## src/rtl/xbar_out_port_pkg.sv

```systemverilog
// rtl/xbar_out_port_pkg.sv - flit type, port index and lock state encodings for xbar_out_port
package xbar_out_port_pkg;

  localparam int FLIT_TYPE_W = 3;

  typedef enum logic [FLIT_TYPE_W-1:0] {
    FLIT_HEADER = 3'b001,
    FLIT_BODY   = 3'b010,
    FLIT_TAIL   = 3'b100
  } flit_type_e;

  typedef enum logic [2:0] {
    PORT_N = 3'd0,
    PORT_E = 3'd1,
    PORT_W = 3'd2,
    PORT_S = 3'd3,
    PORT_L = 3'd4
  } port_idx_e;

  typedef enum logic {
    ST_IDLE   = 1'b0,
    ST_LOCKED = 1'b1
  } lock_state_e;

endpackage

```

## src/rtl/xbar_pipe_reg.sv

```systemverilog
// rtl/xbar_pipe_reg.sv - one-deep valid/ready output register toward the link
module xbar_pipe_reg #(
  parameter int DATA_WIDTH = 32
) (
  input  logic                  clk,
  input  logic                  rst,
  input  logic                  load,
  input  logic [DATA_WIDTH-1:0] din,
  input  logic                  readyin,
  output logic [DATA_WIDTH-1:0] dataout,
  output logic                  validout
);

  logic [DATA_WIDTH-1:0] data_q, data_d;
  logic                  valid_q, valid_d;

  // Data only moves on load, so it is frozen while the link stalls.
  always_comb begin
    data_d  = data_q;
    valid_d = valid_q;
    if (load) begin
      data_d  = din;
      valid_d = 1'b1;
    end else if (readyin) begin
      valid_d = 1'b0;
    end
  end

  always_ff @(posedge clk or negedge rst) begin
    if (!rst) begin
      data_q  <= '0;
      valid_q <= 1'b0;
    end else begin
      data_q  <= data_d;
      valid_q <= valid_d;
    end
  end

  assign dataout  = data_q;
  assign validout = valid_q;

endmodule

```

## src/rtl/xbar_out_port.sv

```systemverilog
// rtl/xbar_out_port.sv - crossbar output port: input mux, packet lock FSM, FIFO pop strobes
module xbar_out_port
  import xbar_out_port_pkg::*;
#(
  parameter int DATA_WIDTH = 32,
  parameter int NUM_IN     = 5,
  parameter int SEL_WIDTH  = 3
) (
  input  logic                         clk,
  input  logic                         rst,
  input  logic [SEL_WIDTH-1:0]         sel_in,
  input  logic                         sel_valid,
  input  logic [NUM_IN*DATA_WIDTH-1:0] datain,
  input  logic [NUM_IN-1:0]            validin,
  output logic [NUM_IN-1:0]            readout,
  output logic [DATA_WIDTH-1:0]        dataout,
  output logic                         validout,
  input  logic                         readyin,
  output logic                         locked,
  output logic [SEL_WIDTH-1:0]         lock_port,
  output logic                         sel_err
);

  lock_state_e           state_q, state_d;
  logic [SEL_WIDTH-1:0]  lock_port_q, lock_port_d;
  logic                  sel_err_q, sel_err_d;

  logic [DATA_WIDTH-1:0] sel_flit, lock_flit, load_flit;
  logic [NUM_IN-1:0]     sel_onehot, lock_onehot, pop;
  logic                  sel_in_range, sel_ne, lock_ne;
  logic [FLIT_TYPE_W-1:0] sel_type, lock_type;
  logic                  out_free, accept;

  // Out-of-range grant indices match no port and leave sel_in_range low.
  always_comb begin
    sel_flit     = '0;
    lock_flit    = '0;
    sel_onehot   = '0;
    lock_onehot  = '0;
    sel_in_range = 1'b0;
    sel_ne       = 1'b0;
    lock_ne      = 1'b0;
    for (int i = 0; i < NUM_IN; i++) begin
      if (sel_in == SEL_WIDTH'(i)) begin
        sel_flit      = datain[i*DATA_WIDTH +: DATA_WIDTH];
        sel_onehot[i] = 1'b1;
        sel_in_range  = 1'b1;
        sel_ne        = validin[i];
      end
      if (lock_port_q == SEL_WIDTH'(i)) begin
        lock_flit      = datain[i*DATA_WIDTH +: DATA_WIDTH];
        lock_onehot[i] = 1'b1;
        lock_ne        = validin[i];
      end
    end
  end

  assign sel_type  = sel_flit[DATA_WIDTH-1 -: FLIT_TYPE_W];
  assign lock_type = lock_flit[DATA_WIDTH-1 -: FLIT_TYPE_W];
  assign out_free  = !validout || readyin;

  always_comb begin
    state_d     = state_q;
    lock_port_d = lock_port_q;
    sel_err_d   = 1'b0;
    pop         = '0;
    load_flit   = sel_flit;
    case (state_q)
      ST_IDLE: begin
        if (sel_valid) begin
          if (!sel_in_range || (sel_ne && sel_type != FLIT_HEADER)) begin
            sel_err_d = 1'b1;
          end else if (sel_ne && out_free) begin
            pop         = sel_onehot;
            lock_port_d = sel_in;
            state_d     = ST_LOCKED;
          end
        end
      end
      ST_LOCKED: begin
        load_flit = lock_flit;
        if (lock_ne && out_free) begin
          pop = lock_onehot;
          if (lock_type == FLIT_TAIL)   state_d   = ST_IDLE;
          if (lock_type == FLIT_HEADER) sel_err_d = 1'b1;
        end
      end
      default: state_d = ST_IDLE;
    endcase
  end

  always_ff @(posedge clk or negedge rst) begin
    if (!rst) begin
      state_q     <= ST_IDLE;
      lock_port_q <= '0;
      sel_err_q   <= 1'b0;
    end else begin
      state_q     <= state_d;
      lock_port_q <= lock_port_d;
      sel_err_q   <= sel_err_d;
    end
  end

  // Pops are suppressed during reset so the FIFOs are never drained by a held-off port.
  assign accept    = rst && (pop != '0);
  assign readout   = rst ? pop : '0;
  assign locked    = (state_q == ST_LOCKED);
  assign lock_port = lock_port_q;
  assign sel_err   = sel_err_q;

  xbar_pipe_reg #(
    .DATA_WIDTH(DATA_WIDTH)
  ) u_pipe (
    .clk     (clk),
    .rst     (rst),
    .load    (accept),
    .din     (load_flit),
    .readyin (readyin),
    .dataout (dataout),
    .validout(validout)
  );

endmodule
```

## config.mk

```make
export PLATFORM = sky130hd
export DESIGN_NAME = xbar_out_port
export DESIGN_NICKNAME = d
export VERILOG_FILES = /design/src/rtl/xbar_out_port_pkg.sv /design/src/rtl/xbar_pipe_reg.sv /design/src/rtl/xbar_out_port.sv
export SDC_FILE = /design/constraint.sdc
export NUM_CORES = 1
export LEC_CHECK = 0
export BUFFER_PORTS_ARGS = -buffer_cell sky130_fd_sc_hd__buf_4
export CAP_MARGIN = 20
export CORE_ASPECT_RATIO = 1.25
export CORE_UTILIZATION = 52
export DETAILED_ROUTE_END_ITERATION = 8
export PLACE_DENSITY_LB_ADDON = 0.05
export SETUP_SLACK_MARGIN = 0.5
export SLEW_MARGIN = 15
export SYNTH_ARGS = -nofsm -noshare
export SYNTH_HDL_FRONTEND = slang
export SYNTH_SLANG_ARGS = --single-unit
export TNS_END_PERCENT = 20
```

## constraint.sdc

```tcl
create_clock -name clk -period 3.56 [get_ports clk]
set_input_delay 0.356 -clock clk [delete_from_list [all_inputs] [get_ports clk]]
set_output_delay 0.356 -clock clk [all_outputs]
set_load 0.02 [all_outputs]
```

==> impl_results.md, run 1 <==
- Final Skew: 0.01134 ns
- Outcome: finished, violations left
- CTS clk-pin slew, worst paths: 0.08 ns
- Max_slew headroom: 44.19%
- Leakage: 2.700 nW
- Final design utilization: 73.79%
- Yosys warning count: 0
- Most frequent cells in the layout: 225 x buf_4, 56 x mux2i_1, 40 x nand2_1, 40 x mux2_2, 38 x o21ai_0
- Rows: 37
- Yosys reg bits: 38
- Share of layout cells above drive strength 1: 46.11%
- Number of H-tree levels: 2
- DRC Markers: 17
- Synth Area per Inst: 9.129 um2
- Core Box Area: 0.008287 mm2
- Root Driver: clkbuf_8
- Post-route clock period utilization: 80.58%
- Critical Path RT: 3.20 ns
- Combinational power share: 63.0%
- DRT iter0 DRCs: 270
- Max clock buf depth: 2
- Switching Power: 0.001401 W
- RSZ-0062 raised after global routing: no
- Seq/Total Area, Yosys: 21.30%
- Final setup fails: 0
- Synth top area share: 21.30%
- R2R setup slack: 0.98 ns
- Max-slew violation count: 0
- Tightest Hold Check Type: input port to async pin
- First-pass GRT wire length: 23660 um
- I/O pin cnt: 215
- Worst VDD drop: 0.3850 mV
- Die width: 84.88 um
- Mapped Cells: 489
- Failing checks: design-rule violations
- DR WL/cell: 19.78 um
- Worst-Margin Slew: 0.8371 ns
- Switching share of power: 41.61%
- Total iterations of the first detailed-routing run: 9
- Clk pwr share: 13.9%
- CTS tree: done
- Synthesized cell area: 0.004464 mm2
- Port Buffers: 214
- Worst-skew pair later-pin latency: 0.31 ns
- Fmax: 348.6 MHz
- Initial core utilization: 53.87%
- Area Overhead vs Synth: 36.97%
- Internal Pwr Total: 0.001966 W
- Setup CP Type: input port to primary output
- Drt total wl: 15140 um
- Startpoint types: input port
- Post-synth cell types: 50
- Pwr dens: 550.6 mW/mm2
- Hold_buf cts: 0
- Synth area leaders: dfrtp_1 21%, mux2i_1 13%, mux2_2 10%, mux4_2 7.6%, a22oi_1 5.0%
- Vias in the first global route: 4933
- Antenna violations before repair: 0
- Clock sink count: 38
- Num CTS Buffers: 5
- Post-synth top area cell: dfrtp_1
- Crit. End Element: primary output
- Via count: 4986
- Min Tclk post-route: 2.869 ns
- GPL Wtd Cong: 0.9092
- Avg Vias per Cell: 6.518
- Antenna Cells: 0
- Syn nets: 661
- Commonest non-fill, non-tap cell in the layout: buf_4
- Final net count: 839
- Total chip power: 0.003367 W
- Data arrival time at the worst-slack endpoint: 2.51 ns
- Congestion Overflow GR: 0
- Die area: 0.008962 mm2
- Largest net degree at the start of global routing: 59
- Max FO, Critical Path: 35
- Seq pwr share: 23.1%
- Hold Vio Cnt, Final: 0
- Gr usage total: 33.45%
- Post-route ant nets: 0
- Final setup TNS: 0 ns
- Vert. Die Dim: 105.6 um
- HPWL after DPL: 10710 um
- Maxcap violations: 0
through the flow:
| stage | cell area (um2) | setup slack (ns) | hold slack [ns] | cells |
|---|---|---|---|---|
| finish | 6115 | 0.6912 | 0.04854 | 765 |
| global route | 6115 | 0.5921 | 0.09336 | 765 |
| CTS | 6081 | 0.5549 | 0.06577 | 764 |
| detailed placement | 5938 | 0.4895 | 0.3959 | 756 |
| global placement | 5938 | 0.5858 | 0.3922 | 756 |
| floorplan | 4464 | 1.158 | 0.06041 | 489 |
cells by family (layout without fill, tap and decap cells):
kind of cell           Yosys count  in the layout  share of synthesized area (%)
muxes                          121            121                          32.90
and+or+nand+nor                 98             98                          11.32
AOI/OAI and AO/OA              174            174                          26.15
buffers and inverters           58            237                          8.324
DFF                             38             38                          21.30
state kept, by name, summed over array words and instances (netlist names):
signal and flops:
lock_port 3, locked 1, sel_err 1, u_pipe.dataout 32, u_pipe.validout 1
cell type report:
cell class / count / area (um2)
multi-input combinational: 393 / 3166
fill: 650 / 2172
timing repair buffer: 226 / 1717
sequential: 38 / 957.2
tap: 97 / 121.4
clock buffer: 6 / 82.58
clock inverter: 2 / 60.06
inverter: 3 / 11.26
path summary, 6_finish.rpt:
| check | startpoint | endpoint | cells past startpoint |
|---|---|---|---|
| max in group asynchronous | rst | lock_port[0] | 1 |
| worst min register to register | u_pipe.dataout[18] | u_pipe.dataout[18] | 1 |
| worst min-delay path | rst | u_pipe.dataout[29] | 1 |
| min in group clk | readyin | u_pipe.validout | 3 |
| worst max register to register | lock_port[2] | u_pipe.dataout[11] | 6 |
| worst max-delay path | sel_in[0] | readout[4] | 8 |
power groups by stage:
stage | Clock [W] | Combinational (W) | Sequential, W
after floorplan | 0 | 0.00114 | 0.00101
after global placement | 0 | 0.00206 | 0.000774
after detailed placement | 0 | 0.00210 | 0.000784
after CTS | 0.000478 | 0.00210 | 0.000776
after global routing | 0.000488 | 0.00228 | 0.000799
final | 0.000467 | 0.00212 | 0.000779
worst max-delay path, stage by stage:
cell and delay (ns):
buf_4 0.36, mux2i_1 0.25, o21a_1 0.13, o221ai_1 0.24
or4_4 0.69, o21ai_0 0.19, and2_1 0.14, buf_4 0.14
synth_stat cells (all sizes together):
| cell | count |
|---|---|
| nor2 | 9 |
| a221oi | 15 |
| o21a | 5 |
| mux4 | 15 |
| a2bb2oi | 1 |
| mux2i | 56 |
| nand2 | 40 |
| o211ai | 1 |
| or2b | 1 |
| nand3b | 4 |
| clkinv | 1 |
| nor4 | 1 |
| nor3b | 5 |
| a31oi | 1 |
| a311o | 1 |
| o22a | 1 |
| clkdlybuf4s50 | 1 |
| a21oi | 33 |
| dfrtp | 38 |
| buf | 20 |
| mux2 | 50 |
| and2b | 2 |
| a22oi | 30 |
| o221ai | 2 |
| nor2b | 1 |
| and3b | 1 |
| a211oi | 15 |
| and2 | 3 |
| clkbuf | 34 |
| and4 | 1 |
| nand3 | 18 |
| or2 | 2 |
| nand2b | 1 |
| nand4 | 2 |
| nor3 | 6 |
| or4 | 1 |
| a32oi | 14 |
| o22ai | 16 |
| o21ai | 39 |
| inv | 2 |
repair_timing:
item	in CTS	in global routing
endpoints found under the hold margin	0	0
endpoints found under the setup margin	0	4
setup buffers	0	0
gates resized for setup	0	1
per-layer routing:
metal  vias to the layer above  routed length [um]  GRT usage, %
met5                         -                   0             0
met4                         0                 467         15.50
met1                      2377                5508         38.18
met2                       284                7854         60.28
met3                        46                1305         5.795
li1                       2279                   -             -
No activity file was read; power rests on OpenSTA's default activity.
==> run 2, diff against run 1 <==
--- a/config.mk
+++ b/config.mk
@@ -8,7 +8,7 @@
 export BUFFER_PORTS_ARGS = -buffer_cell sky130_fd_sc_hd__buf_4
 export CAP_MARGIN = 20
 export CORE_ASPECT_RATIO = 1.25
-export CORE_UTILIZATION = 52
+export CORE_UTILIZATION = 43
 export DETAILED_ROUTE_END_ITERATION = 8
 export PLACE_DENSITY_LB_ADDON = 0.05
 export SETUP_SLACK_MARGIN = 0.5
==> constraint.sdc (replaced) <==
create_clock -name clk -period 2.3 [get_ports clk]
set_input_delay 0.23 -clock clk [delete_from_list [all_inputs] [get_ports clk]]
set_output_delay 0.23 -clock clk [all_outputs]
set_load 0.02 [all_outputs]
==> run 2 against run 1 <==
The flow now finishes without violations. Combinational power is 71% higher. Core utilization is 8.4 points lower. Wire length is 11% higher. Die area is 20% higher. Global-route usage is 3.8 points lower. Non-clock buffer count is 34 higher. Sequential power is 55% higher. Critical path depth is 2 lower. Highest routed layer unchanged.
==> impl_results.md, run 2 (synthesized netlist as in run 1, its figures left out) <==
- Vias in the first global route: 5056 (+2.5%)
- R2R setup slack: 0.15 ns (-0.83 ns)
- Worst setup path startpoint: locked
- Avg Vias per Cell: 6.195 (-5.0%)
- Antenna Cells: 0 (unchanged)
- Initial core utilization: 44.17% (-9.7 points)
- Setup CP Type: flop to primary output
- Startpoint types: flop
- Final net count: 873 (+4.1%)
- Total iterations of the first detailed-routing run: 4 (-5)
- Worst-skew pair later-pin latency: 0.29 ns (-0.02 ns)
- Post-route ant nets: 0 (unchanged)
- DR WL/cell: 20.26 um (+2.4%)
- I/O pin cnt: 215 (unchanged)
- Leakage: 2.964 nW (+9.8%)
- Final setup TNS: 0 ns (unchanged)
- Internal Pwr Total: 0.003332 W (+69%)
- Critical R2R Capture: u_pipe.dataout[17]
- Maxcap violations: 0 (unchanged)
- Post-route clock period utilization: 93.96%
- Num CTS Buffers: 5 (unchanged)
- Worst VDD drop: 0.4543 mV (+18%)
- Switching share of power: 40.95% (-0.66 points)
- DRC Markers: 0 (-17)
- Outcome: complete, no violations
- Area Overhead vs Synth: 48.01%
- Vert. Die Dim: 115.9 um (+9.8%)
- Port Buffers: 214 (unchanged)
- GPL Wtd Cong: 0.9169 (+0.85%)
- CTS clk-pin slew, worst paths: 0.06 ns (-0.02 ns)
- Crit. End Element: primary output
- First-pass GRT wire length: 24970 um (+5.5%)
- Fmax: 462.7 MHz
- Max_slew headroom: 54.28% (+10 points)
- Gr usage total: 29.66% (-3.8 points)
- Critical Path RT: 2.07 ns (-1.13 ns)
- Max-slew violation count: 0 (unchanged)
- Largest net degree at the start of global routing: 37 (-37%)
- Reg2reg start: lock_port[1]
- Via count: 5148 (+3.2%)
- Number of H-tree levels: 2 (unchanged)
- End point of the critical path: readout[2]
- Max clock buf depth: 2 (unchanged)
- Switching Power: 0.002310 W (+65%)
- Pwr dens: 853.9 mW/mm2 (+55%)
- CTS tree: done
- Root Driver: clkbuf_16
- Data arrival time at the worst-slack endpoint: 1.93 ns (-0.58 ns)
- Final Skew: 0.006508 ns (-0.004829 ns)
- Total chip power: 0.005642 W (+68%)
- Min Tclk post-route: 2.161 ns
- Hold path depth: 3
- Share of layout cells above drive strength 1: 51.00% (+4.9 points)
- Clk pwr share: 14.3% (+0.4 points)
- Max reg flops: 32 (unchanged)
- Combinational power share: 64.4% (+1.4 points)
- Worst-Margin Slew: 0.6851 ns (-0.1520 ns)
- Most frequent cells in the layout: 251 x buf_4, 55 x mux2i_1, 40 x nand2_1
- Core Box Area: 0.01011 mm2 (+22%)
- DRT iter0 DRCs: 307 (+14%)
- Commonest non-fill, non-tap cell in the layout: buf_4
- Congestion Overflow GR: 0 (unchanged)
- Hold Vio Cnt, Final: 0 (unchanged)
- Seq pwr share: 21.4% (-1.7 points)
- Rows: 41 (+11%)
- Worst Reg-to-Reg Cells: 9 (+3)
- Die width: 93.14 um (+9.7%)
- Tightest Hold Check Type: input port to flop
- Die area: 0.01080 mm2 (+20%)
- HPWL after DPL: 12330 um (+15%)
- RSZ-0062 raised after global routing: yes
- Antenna violations before repair: 0 (unchanged)
- Drt total wl: 16840 um (+11%)
- Clock sink count: 38 (unchanged)
- Max FO, Critical Path: 7 (-80%)
- Final setup fails: 0 (unchanged)
-- run 2: cell count changes in the layout (fill, tap and decap cells not counted), moves of 3 or more --
cell	before	now
buf_12	0	3
buf_4	225	251
clkbuf_16	0	7
mux2_4	2	11
clkbuf_8	6	0
and2_1	3	0
mux2_2	40	32
-- run 2: worst min-delay path by stage --
| stage | slack, ns | endpoint | start |
|---|---|---|---|
| 2_1_floorplan | -0.07 | lock_port[0] | rst |
| 3_3_place_gp | 0.07 | u_pipe.dataout[30] | rst |
| 3_5_place_dp | 0.07 | u_pipe.dataout[30] | rst |
| 4_1_cts | 0.23 | u_pipe.validout | readyin |
| 5_1_grt | 0.24 | u_pipe.validout | readyin |
| 6_report | 0.23 | u_pipe.validout | readyin |
-- run 2: per-layer routing --
metal | GRT usage [%] | up-vias | routed length, um
met5 | 0 | - | 0
met4 | 13.33 | 0 | 559
met3 | 5.512 | 45 | 1272
met2 | 53.53 | 274 | 8478
met1 | 33.92 | 2477 | 6528
li1 | - | 2352 | -
-- run 2: cell type report --
type | instances | area, um2
Clock buffer | 7 | 132.6
Timing Repair Buffer | 260 | 2042
Sequential cell | 38 | 958.4
Fill cell | 870 | 3498
Multi-Input combinational cell | 393 | 3271
Clock inverter | 1 | 30.03
Tap cell | 129 | 161.4
Inverter | 3 | 12.51
-- run 2: worst max-delay path, cell delays in order (launching register included) --
cell and delay [ns]:
dfrtp_2 0.40, and2b_2 0.22, nand4_1 0.12, or4_4 0.50, nor3_2 0.15, o21a_2 0.14
buf_4 0.13
-- run 2: power by group through the flow --
stage	combinational, W	sequential (W)	clock [W]
floorplan	0.00182	0.00156	0
global placement	0.00333	0.00123	0
detailed placement	0.00339	0.00124	0
CTS	0.00352	0.00121	0.000806
global route	0.00390	0.00124	0.000830
finish	0.00363	0.00121	0.000804
-- run 2: stage by stage --
stage | setup slack (ns) | hold WS [ns] | cell area, um2 | util [%] | std cells
after CTS | 0.1284 | 0.2311 | 6485 | 64.17 | 826
final | 0.1388 | 0.2265 | 6608 | 65.38 | 831
after detailed placement | 0.04697 | 0.07279 | 6198 | 61.33 | 808
after global placement | 0.1251 | 0.06814 | 6198 | 61.33 | 808
after floorplan | 0.2358 | -0.06559 | 4531 | - | 489
after global routing | 0.07763 | 0.2383 | 6608 | 65.38 | 831
-- run 2: what timing repair did --
item	in CTS	in global routing
pin swaps	3	6
gates cloned	0	2
hold buffers	1	0
hold endpoints to repair	4	0
setup endpoints to repair	43	43
setup buffers	9	2
gates resized for setup	13	10
==> run 3, diff against run 2 <==
--- a/config.mk
+++ b/config.mk
@@ -8,12 +8,13 @@
 export BUFFER_PORTS_ARGS = -buffer_cell sky130_fd_sc_hd__buf_4
 export CAP_MARGIN = 20
 export CORE_ASPECT_RATIO = 1.25
-export CORE_UTILIZATION = 43
+export CORE_UTILIZATION = 44
 export DETAILED_ROUTE_END_ITERATION = 8
-export PLACE_DENSITY_LB_ADDON = 0.05
+export PLACE_DENSITY = 0.78
 export SETUP_SLACK_MARGIN = 0.5
 export SLEW_MARGIN = 15
 export SYNTH_ARGS = -nofsm -noshare
 export SYNTH_HDL_FRONTEND = slang
+export SYNTH_HIERARCHICAL = 1
 export SYNTH_SLANG_ARGS = --single-unit
 export TNS_END_PERCENT = 20
==> run 3 against run 2 <==
The flow now finishes with violations (negative setup slack). Global-route usage grew 0.57 points. Critical path depth grew 1. Combinational power grew 31%. Die area grew 4.8%. Total power grew 23%. Hold slack lost 0.14 ns.
==> impl_results.md, run 3 <==
- Fmax: 422.9 MHz (-8.6%)
- Crit-path slowest cell: dfrtp_2
- Die area: 0.01132 mm2 (+4.8%)
- DR WL/cell: 20.64 um (+1.8%)
- Commonest non-fill, non-tap cell in the layout: buf_4
- Total iterations of the first detailed-routing run: 5 (+1)
- Post-route ant nets: 0 (unchanged)
- Drt total wl: 17750 um (+5.4%)
- Antenna Cells: 0 (unchanged)
- Storage element area: 955.9 um2 (-0.26%)
- Mapped Cells: 516 (+5.5%)
- Startpoint types: flop
- Critical R2R Capture: u_pipe/dataout[27]
- Tightest Hold Check Type: input port to async pin
- DRT iter0 DRCs: 306 (-0.33%)
- Synth Area per Inst: 9.287 um2 (+1.7%)
- Via count: 5267 (+2.3%)
- Max stage delay on crit path: 0.44 ns (-0.06 ns)
- Share of layout cells above drive strength 1: 46.29% (-4.7 points)
- Finished Layout Cells: 860 (+3.5%)
- Post-synth cell types: 53 (+6.0%)
- Crit path buf inv count: 2 (+1)
- Post-DP Area: 0.006496 mm2 (+4.8%)
- Gr usage total: 30.23% (+0.57 points)
- CP cell instances: or3b_1 > o211ai_1 > and4_1 > buf_4 > nand3b_1 > o22ai_1 > buf_4
- Final setup fails: 3 (+3)
- Largest delay contributor family on the critical path: simple AND/OR/NAND/NOR gates
- Final Worst Setup Slack: -0.06487 ns (-0.2037 ns)
- Syn nets: 688 (+4.1%)
- Clock sink count: 38 (unchanged)
- Port Buffers: 214 (unchanged)
- CTS clk-pin slew, worst paths: 0.06 ns (about the same)
- Synth area leaders: dfrtp_1 20%, mux2i_1 18%, mux2_4 10%, a21oi_1 5.6%, mux4_2 5.2%
- Worst-skew pair later-pin latency: 0.28 ns (about the same)
- Antenna violations before repair: 0 (unchanged)
- Maxcap violations: 0 (unchanged)
- First-pass GRT wire length: 26920 um (+7.8%)
- Fraction of registers with async set/reset: 100.0% (unchanged)
- Synth cell count leaders: 88 x mux2i_1, 54 x a21oi_1, 51 x nor2_1
- Most frequent cells in the layout: 246 x buf_4, 88 x mux2i_1, 54 x a21oi_1
- DRC Markers: 0 (unchanged)
- RSZ-0062 raised after global routing: yes
- Post-route cell area: 0.006909 mm2 (+4.6%)
- Synth top area share: 19.84% (-1.5 points)
- Failing checks: negative setup slack
- Initial core utilization: 45.14% (+0.97 points)
- Setup CP Type: flop to primary output
- HPWL after DPL: 13230 um (+7.3%)
- CP most frequent cell: buf_4
- Placed instance count: 842 (+4.2%)
- Worst-Margin Slew: 0.5510 ns (-0.1341 ns)
- Congestion Overflow GR: 0 (unchanged)
- Yosys reg bits: 38 (unchanged)
- Top FF cell, synth: dfrtp_1
- Final setup TNS: -0.1598 ns (-0.1598 ns)
- Crit. End Element: primary output
- Seq/Total Area, Yosys: 19.84% (-1.5 points)
- GPL Wtd Cong: 0.9067 (-1.1%)
- Post-synth EDFFs: 0 (unchanged)
- Data arrival time at the worst-slack endpoint: 2.13 ns (+0.20 ns)
- Max clock buf depth: 2 (unchanged)
- Vert. Die Dim: 118.7 um (+2.4%)
- Vias in the first global route: 5395 (+6.7%)
- Area Overhead vs Synth: 44.18%
- Reg2reg start: lock_port[2]
- I/O pin cnt: 215 (unchanged)
- Final net count: 899 (+3.0%)
- Synthesized cell area: 0.004792 mm2 (+7.3%)
- Post-route clock period utilization: 102.8% (+8.9 points)
- CTS tree: done
- Hold Vio Cnt, Final: 0 (unchanged)
- Critical Path RT: 2.07 ns (about the same)
- Fill cells: 890 (+2.3%)
- Largest net degree at the start of global routing: 35 (-5.4%)
- Max reg flops: 32 (unchanged)
- Most frequent cell after synthesis: mux2i_1
- Multi-input logic area: 0.003493 mm2 (+6.8%)
- Num CTS Buffers: 5 (unchanged)
- Hold Worst Slack: 0.08411 ns (-0.1424 ns)
- Max FO, Critical Path: 4 (-3)
- Root Driver: clkbuf_16
- Max-slew violation count: 0 (unchanged)
- Post-synth top area cell: dfrtp_1
- Number of H-tree levels: 2 (unchanged)
- Die width: 95.34 um (+2.4%)
- R2R setup slack: 0.02 ns (-0.13 ns)
- Min Tclk post-route: 2.365 ns (+0.2037 ns)
- Worst Reg-to-Reg Cells: 9 (unchanged)
- Final Skew: 0.004914 ns (-0.001594 ns)
- Max_slew headroom: 63.06% (+8.8 points)
- Yosys warning count: 6 (+6)
- Leakage: 3.164 nW (+6.8%)
- Avg Vias per Cell: 6.124 (-1.1%)
- Outcome: finished, violations left
- Core Box Area: 0.01062 mm2 (+5.0%)
- Pwr dens: 1005 mW/mm2 (+18%)
- Worst VDD drop: 0.5993 mV (+32%)
- Rows: 42 (+2.4%)
==> run 3: how the worst max path moves through the flow <==
stage / depth (start not counted) / startpoint / end / slack, ns
3_3_place_gp: 7 / lock_port[1] / u_pipe/dataout[31] / 0.17
3_5_place_dp: 7 / lock_port[1] / u_pipe/dataout[29] / 0.12
6_report: 7 / lock_port[2] / readout[1] / -0.06
4_1_cts: 7 / lock_port[2] / readout[1] / 0.02
2_1_floorplan: 9 / lock_port[1] / u_pipe/dataout[0] / 0.07
5_1_grt: 7 / lock_port[2] / readout[1] / -0.19
==> run 3: logic make-up (layout without fill, tap and decap cells) <==
kind of cell | after synthesis | in the layout | synth area share [%]
DFF | 38 | 38 | 19.84
buffers and inverters | 63 | 275 | 8.564
AOI/OAI and AO/OA | 163 | 163 | 22.92
muxes | 140 | 140 | 36.32
and+or+nand+nor | 112 | 112 | 12.35
==> run 3: through the flow <==
step	worst slack [ns]	total power [W]	utilization, %
6_report	-0.06487	0.006946	65.09
2_1_floorplan	0.07279	0.004259	-
4_1_cts	0.02434	0.006807	64.07
3_5_place_dp	0.1187	0.005722	61.20
5_1_grt	-0.1910	0.007317	65.09
3_3_place_gp	0.1737	0.005652	61.20
==> run 3: final cells by class <==
cell class	instances	share of cell area, %
well taps	132	2.390
repair buffers	258	29.88
multi-input cells	415	50.56
inverters	9	0.5252
clock buffers	5	1.811
clock inverters	3	0.9960
flip-flops and latches	38	13.84
==> run 3: power by group <==
part | leakage, nW | total [W] | switching [W] | internal (W)
clock network | 0.0940 | 0.000907 | 0.000284 | 0.000623
logic | 2.61 | 0.00477 | 0.00239 | 0.00238
registers | 0.456 | 0.00126 | 0.000258 | 0.00101
total | 3.16 | 0.00695 | 0.00293 | 0.00401
==> run 3: repair_timing <==
item                                    CTS  global route
cloned                                    1             2
gates resized for setup                   9             9
endpoints found under the setup margin   40            43
hold endpoints to repair                  7             0
setup buffers                             5             1
hold buffers                              1             0
pin swaps                                 2             2
==> run 3: routing by layer <==
| metal | up-vias | track usage (%) | share of wire, % |
|---|---|---|---|
| li1 | 2405 | - | - |
| met1 | 2517 | 35.19 | 37 |
| met2 | 299 | 54.46 | 52 |
| met3 | 46 | 2.896 | 7.0 |
| met4 | 0 | 13.26 | 3.9 |
| met5 | - | 0 | 0 |
